[config.mk]
export PLATFORM = sky130hd
export DESIGN_NAME = vend_sequencer_flat
export DESIGN_NICKNAME = d
export VERILOG_FILES = /design/src/rtl/vend_sequencer_if.sv /design/src/rtl/vend_sequencer.sv /design/src/flat_wrapper.sv
export SDC_FILE = /design/constraint.sdc
export NUM_CORES = 1
export LEC_CHECK = 0
export CAP_MARGIN = 10
export CORE_UTILIZATION = 51
export DETAILED_ROUTE_END_ITERATION = 7
export PLACE_DENSITY_LB_ADDON = 0.3
export REMOVE_ABC_BUFFERS = 1
export SYNTH_ARGS = -nofsm -noshare
export SYNTH_HDL_FRONTEND = slang
export SYNTH_SLANG_ARGS = --single-unit
[constraint.sdc]
create_clock -name clock -period 3.7 [get_ports clock]
set_clock_uncertainty 0.1 [all_clocks]
set_input_delay 0.555 -clock clock [delete_from_list [all_inputs] [get_ports clock]]
set_output_delay 0.555 -clock clock [all_outputs]
set_load 0.01 [all_outputs]
[src/rtl/vend_sequencer_if.sv]
// Coin-slot / dispenser signal bundle for vend_sequencer.
// master: coin slot + dispenser side (drives coin, cancel, disp_ack).
// slave:  the sequencer itself.
interface vend_sequencer_if #(
    parameter int CREDIT_W = 4
);
    logic [1:0]          coin;
    logic                cancel;
    logic                disp_ack;
    logic                disp_req;
    logic                newspaper;
    logic                change_nickel;
    logic                coin_reject;
    logic                fault;
    logic [CREDIT_W-1:0] credit;
    logic                busy;

    modport master (
        output coin, cancel, disp_ack,
        input  disp_req, newspaper, change_nickel, coin_reject, fault, credit, busy
    );

    modport slave (
        input  coin, cancel, disp_ack,
        output disp_req, newspaper, change_nickel, coin_reject, fault, credit, busy
    );
endinterface

[src/rtl/vend_sequencer.sv]
// Newspaper vending controller: coin decode, credit accumulation, price
// check, dispenser request/ack handshake with timeout, change return.
// Optional feature macro: CHANGE_RETURN_EN (defined: refunds/change are paid
// out as change_nickel pulses; undefined: legacy forfeit/retry behaviour).
module vend_sequencer #(
    parameter int PRICE        = 3,
    parameter int CREDIT_W     = 4,
    parameter int MAX_CREDIT   = 15,
    parameter int DISP_TIMEOUT = 8
) (
    input  logic             clock,
    input  logic             reset,
    vend_sequencer_if.slave  bus
);
    localparam int SUM_W   = CREDIT_W + 1;
    localparam int TIMER_W = (DISP_TIMEOUT > 1) ? $clog2(DISP_TIMEOUT) : 1;
    localparam logic [SUM_W-1:0]   PRICE_S    = SUM_W'(PRICE);
    localparam logic [SUM_W-1:0]   MAX_S      = SUM_W'(MAX_CREDIT);
    localparam logic [TIMER_W-1:0] TIMER_LAST = TIMER_W'(DISP_TIMEOUT - 1);
`ifdef CHANGE_RETURN_EN
    localparam logic [CREDIT_W-1:0] PRICE_C   = CREDIT_W'(PRICE);
`endif

    typedef enum logic [1:0] {
        S_IDLE     = 2'd0,
        S_COLLECT  = 2'd1,
        S_DISPENSE = 2'd2,
        S_CHANGE   = 2'd3
    } state_t;

    state_t              r_state, w_state_next;
    logic [1:0]          r_coin_q;
    logic [CREDIT_W-1:0] r_credit, w_credit_next;
    logic [TIMER_W-1:0]  r_timer, w_timer_next;
    logic                r_newspaper, w_newspaper_next;
    logic                r_coin_reject, w_coin_reject_next;
    logic                r_fault, w_fault_next;
`ifdef CHANGE_RETURN_EN
    logic                r_change_nickel, w_change_nickel_next;
`endif

    logic                w_event;
    logic                w_cancel;
    logic [SUM_W-1:0]    w_coin_val;
    logic [SUM_W-1:0]    w_sum;
    logic [SUM_W-1:0]    w_credit_upd;

    // A coin counts only on its rising edge out of the "no coin" code.
    assign w_event = (bus.coin != 2'd0) && (r_coin_q == 2'd0);
    // Sum kept one bit wider than the credit so an overflow is visible.
    assign w_sum   = {1'b0, r_credit} + w_coin_val;

`ifdef CHANGE_RETURN_EN
    assign w_cancel = bus.cancel;
`else
    // Legacy machine has no refund path: cancel never has an effect.
    assign w_cancel = 1'b0;
`endif

    // Decode coin code into its value in nickels.
    always_comb begin
        w_coin_val = '0;
        case (bus.coin)
            2'd1:    w_coin_val = SUM_W'(1);
            2'd2:    w_coin_val = SUM_W'(2);
            2'd3:    w_coin_val = SUM_W'(5);
            default: w_coin_val = '0;
        endcase
    end

    // Next-state, next-credit and pulse decisions.
    always_comb begin
        w_state_next       = r_state;
        w_credit_next      = r_credit;
        w_timer_next       = '0;
        w_newspaper_next   = 1'b0;
        w_coin_reject_next = 1'b0;
        w_fault_next       = 1'b0;
        w_credit_upd       = {1'b0, r_credit};
`ifdef CHANGE_RETURN_EN
        w_change_nickel_next = 1'b0;
`endif
        case (r_state)
            S_IDLE: begin
                if (w_event) begin
                    w_credit_next = w_coin_val[CREDIT_W-1:0];
                    w_state_next  = S_COLLECT;
                end
            end
            S_COLLECT: begin
                // cancel beats a coin arriving in the same cycle
                if (w_cancel) begin
                    w_coin_reject_next = w_event;
                    w_state_next       = S_CHANGE;
                end else begin
                    if (w_event) begin
                        if (w_sum <= MAX_S) w_credit_upd = w_sum;
                        else                w_coin_reject_next = 1'b1;
                    end
                    w_credit_next = w_credit_upd[CREDIT_W-1:0];
                    if (w_credit_upd >= PRICE_S) w_state_next = S_DISPENSE;
                end
            end
            S_DISPENSE: begin
                w_coin_reject_next = w_event;
                // ack is tested first so it wins over a same-cycle expiry
                if (bus.disp_ack) begin
                    w_newspaper_next = 1'b1;
`ifdef CHANGE_RETURN_EN
                    w_credit_next    = r_credit - PRICE_C;
                    w_state_next     = S_CHANGE;
`else
                    w_credit_next    = '0;
                    w_state_next     = S_IDLE;
`endif
                end else if (r_timer == TIMER_LAST) begin
                    w_fault_next = 1'b1;
`ifdef CHANGE_RETURN_EN
                    w_state_next = S_CHANGE;
`else
                    w_state_next = S_COLLECT;
`endif
                end else begin
                    w_timer_next = r_timer + 1'b1;
                end
            end
            S_CHANGE: begin
                w_coin_reject_next = w_event;
`ifdef CHANGE_RETURN_EN
                if (r_credit == '0) begin
                    w_state_next = S_IDLE;
                end else begin
                    w_change_nickel_next = 1'b1;
                    w_credit_next        = r_credit - 1'b1;
                    if (r_credit == CREDIT_W'(1)) w_state_next = S_IDLE;
                end
`else
                w_state_next = S_IDLE;
`endif
            end
            default: w_state_next = S_IDLE;
        endcase
    end

    // State register.
    always_ff @(posedge clock or posedge reset) begin
        if (reset) r_state <= S_IDLE;
        else       r_state <= w_state_next;
    end

    // Datapath registers: coin edge detector, credit, dispense timer.
    always_ff @(posedge clock or posedge reset) begin
        if (reset) begin
            r_coin_q <= 2'd0;
            r_credit <= '0;
            r_timer  <= '0;
        end else begin
            r_coin_q <= bus.coin;
            r_credit <= w_credit_next;
            r_timer  <= w_timer_next;
        end
    end

    // Registered one-cycle output pulses.
    always_ff @(posedge clock or posedge reset) begin
        if (reset) begin
            r_newspaper   <= 1'b0;
            r_coin_reject <= 1'b0;
            r_fault       <= 1'b0;
        end else begin
            r_newspaper   <= w_newspaper_next;
            r_coin_reject <= w_coin_reject_next;
            r_fault       <= w_fault_next;
        end
    end

`ifdef CHANGE_RETURN_EN
    // Change pulse register, only present when change return is built in.
    always_ff @(posedge clock or posedge reset) begin
        if (reset) r_change_nickel <= 1'b0;
        else       r_change_nickel <= w_change_nickel_next;
    end
    assign bus.change_nickel = r_change_nickel;
`else
    assign bus.change_nickel = 1'b0;
`endif

    assign bus.disp_req    = (r_state == S_DISPENSE);
    assign bus.busy        = (r_state == S_DISPENSE) || (r_state == S_CHANGE);
    assign bus.credit      = r_credit;
    assign bus.newspaper   = r_newspaper;
    assign bus.coin_reject = r_coin_reject;
    assign bus.fault       = r_fault;
endmodule

[src/flat_wrapper.sv]
// flat-port wrapper written by rule: the top's interface ports become plain ports
module vend_sequencer_flat 
#(
    parameter int PRICE        = 3,
    parameter int CREDIT_W     = 4,
    parameter int MAX_CREDIT   = 15,
    parameter int DISP_TIMEOUT = 8
)
  (clock, reset, bus_coin, bus_cancel, bus_disp_ack, bus_disp_req, bus_newspaper, bus_change_nickel, bus_coin_reject, bus_fault, bus_credit, bus_busy);
  vend_sequencer_if #(.CREDIT_W(CREDIT_W)) bus_i ();
  input  logic clock;
  input  logic reset;
  input wire logic [$bits(bus_i.coin)-1:0] bus_coin;
  input wire logic [$bits(bus_i.cancel)-1:0] bus_cancel;
  input wire logic [$bits(bus_i.disp_ack)-1:0] bus_disp_ack;
  output wire logic [$bits(bus_i.disp_req)-1:0] bus_disp_req;
  output wire logic [$bits(bus_i.newspaper)-1:0] bus_newspaper;
  output wire logic [$bits(bus_i.change_nickel)-1:0] bus_change_nickel;
  output wire logic [$bits(bus_i.coin_reject)-1:0] bus_coin_reject;
  output wire logic [$bits(bus_i.fault)-1:0] bus_fault;
  output wire logic [$bits(bus_i.credit)-1:0] bus_credit;
  output wire logic [$bits(bus_i.busy)-1:0] bus_busy;
  assign bus_i.coin = bus_coin;
  assign bus_i.cancel = bus_cancel;
  assign bus_i.disp_ack = bus_disp_ack;
  assign bus_disp_req = bus_i.disp_req;
  assign bus_newspaper = bus_i.newspaper;
  assign bus_change_nickel = bus_i.change_nickel;
  assign bus_coin_reject = bus_i.coin_reject;
  assign bus_fault = bus_i.fault;
  assign bus_credit = bus_i.credit;
  assign bus_busy = bus_i.busy;
  vend_sequencer #(.PRICE(PRICE), .CREDIT_W(CREDIT_W), .MAX_CREDIT(MAX_CREDIT), .DISP_TIMEOUT(DISP_TIMEOUT)) u_core (.clock(clock), .reset(reset), .bus(bus_i));
endmodule
==> results of run 1 <==
-- state kept, by name, summed over array words and instances, names as in the netlist --
signal / cells
u_core.bus.fault: 1
u_core.r_timer: 3
u_core.bus.newspaper: 1
u_core.bus.coin_reject: 1
u_core.r_coin_q: 2
u_core.r_state: 2
u_core.bus.credit: 4
-- per-layer routing --
metal / vias up / GRT usage / routed length, um
met2: 20 / 0.294 / 745
met5: - / 0 / 0
met3: 4 / 0.0122 / 53
met1: 295 / 0.231 / 722
li1: 329 / - / -
met4: 0 / 0.127 / 34
-- per-stage QoR --
step                setup WS [ns]  cells  hold slack, ns  area (sq um)   util
floorplan                   0.838     82           0.315           900      -
global placement            0.252    120           0.342          1070  0.670
detailed placement          0.219    120           0.347          1070  0.670
CTS                         0.523    124           0.359          1100  0.692
global route                0.398    124           0.376          1100  0.692
finish                      0.511    124           0.357          1100  0.692
-- Yosys cell counts (all sizes together) (3+ instances only) --
cell type and number:
a211oi 3, and2 6, dfrtp 14, ha 10, inv 4, nand2 5, nor2 5, nor2b 4
-- cell type report --
class	instances	area share
multi-input cells	64	0.484
clock buffers	4	0.0329
repair buffers	14	0.125
well taps	24	0.0272
flip-flops and latches	14	0.317
inverters	4	0.0136
-- final timing paths --
check	startpoint	end	slack, ns	cells after the start
hold / removal	u_core.r_timer[0]$_DFF_PP0_	u_core.r_timer[0]$_DFF_PP0_	0.36	1
min in group asynchronous	reset	u_core.r_timer[2]$_DFF_PP0_	0.50	2
max in group asynchronous	reset	u_core.bus.credit[1]$_DFFE_PP0P_	2.64	2
hold reg to reg	u_core.r_timer[0]$_DFF_PP0_	u_core.r_timer[0]$_DFF_PP0_	0.36	1
setup reg to reg	u_core.bus.credit[0]$_DFFE_PP0P_	u_core.r_state[1]$_DFFE_PP0P_	0.91	7
setup / recovery	bus_coin[0]	u_core.r_state[1]$_DFFE_PP0P_	0.51	8
-- cell families after synthesis --
family / share of synthesized area
compound gates: 0.217
xor+xnor: 0.00962
fa+ha+maj: 0.159
buf+inv: 0.0288
flops: 0.385
mux: 0.0330
other cells: 0.00412
simple gates: 0.163
-- report_power, final --
part | total, mW | switching, mW | internal [mW]
registers | 0.217 | 0.0304 | 0.187
clock network | 0.110 | 0.0503 | 0.0599
logic | 0.403 | 0.205 | 0.198
total | 0.730 | 0.286 | 0.444
==> out/results.tsv, run 1 <==
metric	value	unit
Max VDD drop	0.000435	V
crit-path max FO	7	
Die Height	44.3	um
Global Route Usage Sum	0.182	
Final setup viols	0	
pwr dens	662	nW/um^2
Req. time, crit path	3.77	ns
Post-synth EDFFs	0	
cts hold-fix bufs	0	
initial antenna violation count	0	
startpoint types	primary input	
Worst-Skew Late Latency	0.28	ns
maximum capacitance violations	0	
Num CTS Buffers	3	
ANT nets after route	0	
total routed wirelength	1560	um
measured slew at the worst slew-check pin	0.536	ns
Final Max Tran Viols	0	
unrepaired setup endpoints after global routing	false	
status	complete, no violations	
Largest stage delay, worst path	0.51	ns
pin count of the biggest net entering global routing	15	
Buf+Inv Stages, Crit Path	1	
vias in the first global route	614	
DP HPWL	1210	um
Remaining Overflow, GRT	0	
Hold Path Class	reg2reg	
slowest CP cell	clkdlybuf4s50_1	
number of synthesis warnings	0	
ANT cells	0	
post-synth top area cell	dfrtp_1	
Pre-Repair DR Iteration Count	6	
CP cell instances	clkdlybuf4s50_1, ha_1, fa_1, a21o_1, a2111oi_4, mux2_4, o221ai_2, mux2_4	
setup TNS	0	ns
Placer Congestion	0.751	
Reg clk slew, reported paths	0.09	ns
flops & latches, synth	14	
number of H-tree levels	1	
I/O pin count	16	
global-route wire length before repair	2590	um
Avg Inst Size Synth	10.8	sq um
Slew HR	0.642	
vias per std cell	5.23	
register area share after synthesis	0.385	
row cnt	14	
Vias	648	
total die area	1960	sq um
top post-synthesis cells by area	dfrtp_1 (38%), ha_1 (14%), and2_1 (3.4%)	
Syn Inst Count	84	
commonest non-fill, non-tap cell in the layout	dfrtp_1	
Starting DRT DRC Count	6	
clk sink count	14	
Area Growth Syn to Fin	21.2	%
core area	1590	sq um
async set or reset register ratio after synthesis	1.00	
Final Power	0.730	mW
clock root cell	clkbuf_4	
fin crit period	3.19	ns
clk buf depth	2	
CTS tree	done	
layout cells sized above 1	0.110	
most common flop cell mapped by yosys	dfrtp_1	
post-route clock period utilization	0.862	
Port-buffer cells	13	
critical path's top delay family	compound AO/OA/AOI/OAI gates	
endpoints failing hold	0	
top-area cell type share of the netlist area	0.385	
FILL cells	127	
Avg WL per Cell	12.5	um
Layout Nets	118	
Post-CTS Setup Bufs	0	
drt drc	0	
FF/Latch Area	350	sq um
post-synthesis cell area	911	sq um
Critical Path End Type	register	
Initial Util	0.571	
Critical Path AT	3.26	ns
# resized after CTS	0	
post-synth cell types	34	
P_leak	0.515	nW
most frequent cells in the layout	dfrtp_1 (14), clkdlybuf4s50_1 (13), ha_1 (10)	
WS Path Type	in2reg	
Die W	44.3	um
multi-input logic area	534	sq um
critical path's most frequent cell	mux2_4	
Max Freq	0.314	GHz
Note: power is estimated with default switching activity, not from simulation.
==> run 2: changes to the inputs <==
--- a/config.mk
+++ b/config.mk
@@ -8,7 +8,9 @@
 export CAP_MARGIN = 10
 export CORE_UTILIZATION = 51
 export DETAILED_ROUTE_END_ITERATION = 7
-export PLACE_DENSITY_LB_ADDON = 0.3
+export GPL_ROUTABILITY_DRIVEN = 0
+export MAX_ROUTING_LAYER = met4
+export PLACE_DENSITY = 0.86
 export REMOVE_ABC_BUFFERS = 1
 export SYNTH_ARGS = -nofsm -noshare
 export SYNTH_HDL_FRONTEND = slang
==> out/results.tsv, run 2 (synthesis gave the netlist of run 1 again) <==
metric	value	unit
vias in the first global route	691	
clk buf depth	2	
maximum capacitance violations	0	
ANT cells	0	
final worst setup slack	0.593	ns
Placed Cells	121	
setup TNS	0	ns
pwr dens	662	nW/um^2
Num CTS Buffers	3	
R2R depth	7	
Global Route Usage Sum	0.209	
ANT nets after route	0	
Worst-Skew Late Latency	0.28	ns
Die W	44.3	um
Hold Worst Slack	0.350	ns
Die Height	44.3	um
WS Path Type	in2reg	
drt drc	0	
Largest register FFs	4	
Remaining Overflow, GRT	0	
reg2reg end	u_core.r_state[1]$_DFFE_PP0P_	
Avg WL per Cell	13.1	um
post-route clock period utilization	0.840	
Starting DRT DRC Count	2	
Layout Nets	119	
FILL cells	124	
Final Max Tran Viols	0	
Area Growth Syn to Fin	22.0	%
total die area	1960	sq um
CP Capture Point	u_core.r_state[1]$_DFFE_PP0P_	
final std cells w/o fill	125	
pin count of the biggest net entering global routing	15	
Final Power	0.736	mW
endpoints failing hold	0	
CTS tree	done	
DP HPWL	1310	um
Port-buffer cells	13	
Post-Place Worst Slack	0.273	ns
Reg clk slew, reported paths	0.09	ns
layout cells sized above 1	0.119	
reg2reg start	u_core.bus.credit[0]$_DFFE_PP0P_	
# resized after CTS	0	
startpoint types	primary input	
measured slew at the worst slew-check pin	0.526	ns
CP startpoint	bus_coin[1]	
vias per std cell	5.34	
initial antenna violation count	0	
Max Freq	0.322	GHz
status	complete, no violations	
unrepaired setup endpoints after global routing	false	
Hold Path Class	reg2reg	
global-route wire length before repair	2900	um
cts hold-fix bufs	0	
Vias	668	
Max VDD drop	0.000433	V
Critical Path AT	3.18	ns
clk sink count	14	
Slew HR	0.649	
core area	1590	sq um
P_leak	0.520	nW
Critical Path End Type	register	
Req. time, crit path	3.77	ns
flop-to-flop setup slack	0.91	ns
fin crit period	3.11	ns
Final setup viols	0	
Initial Util	0.571	
total routed wirelength	1630	um
Pre-Repair DR Iteration Count	2	
number of H-tree levels	1	
commonest non-fill, non-tap cell in the layout	dfrtp_1	
row cnt	14	
I/O pin count	16	
crit-path max FO	6	
most frequent cells in the layout	dfrtp_1 (14), clkdlybuf4s50_1 (13), ha_1 (10)	
Post-CTS Setup Bufs	0	
clock root cell	clkbuf_4	
==> run 2: cell count changes in the layout (fill, tap and decap cells not counted), sizes merged <==
cell  previous run  this run
buf              1         2
==> run 2: area by class of cell <==
class,instances,area (sq um),area share
clock buffer,4,36.3,0.0327
inverter,4,15.0,0.0135
sequential,14,350,0.315
multi-input combinational,64,534,0.481
tap,24,30.0,0.0270
timing repair buffer,15,145,0.131
==> run 2: worst max-delay path: stages <==
cell,delay [ns]
clkdlybuf4s50_1,0.48
nor2b_1,0.21
fa_1,0.45
a21o_1,0.23
a2111oi_4,0.41
mux2_4,0.35
o221ai_2,0.18
mux2_4,0.32
==> run 2: per-stage QoR <==
step / utilization / instance area, sq um
floorplan: - / 900
global placement: 0.674 / 1070
detailed placement: 0.674 / 1070
CTS: 0.697 / 1110
global route: 0.697 / 1110
finish: 0.697 / 1110
==> run 2: how the worst min path moves through the flow <==
stage / from / slack [ns] / cells past startpoint / to
after floorplan: u_core.r_timer[0]$_DFF_PP0_ / 0.31 / 1 / u_core.r_timer[0]$_DFF_PP0_
after detailed placement: u_core.r_timer[0]$_DFF_PP0_ / 0.35 / 1 / u_core.r_timer[0]$_DFF_PP0_
final: u_core.r_timer[0]$_DFF_PP0_ / 0.35 / 1 / u_core.r_timer[0]$_DFF_PP0_
after global routing: u_core.r_timer[0]$_DFF_PP0_ / 0.38 / 1 / u_core.r_timer[0]$_DFF_PP0_
after CTS: u_core.r_timer[0]$_DFF_PP0_ / 0.36 / 1 / u_core.r_timer[0]$_DFF_PP0_
after global placement: u_core.r_timer[0]$_DFF_PP0_ / 0.34 / 1 / u_core.r_timer[0]$_DFF_PP0_
==> run 2: where the power goes <==
group / switching [mW] / internal [mW]
clock network: 0.0516 / 0.0599
registers: 0.0323 / 0.187
logic: 0.206 / 0.199
==> run 2: per-layer routing <==
layer	GRT usage	vias to the layer above	wire length, um
met5	-	-	0
met4	0.115	0	31
met3	0.0367	2	45
met2	0.356	13	814
met1	0.229	318	740
li1	-	335	-
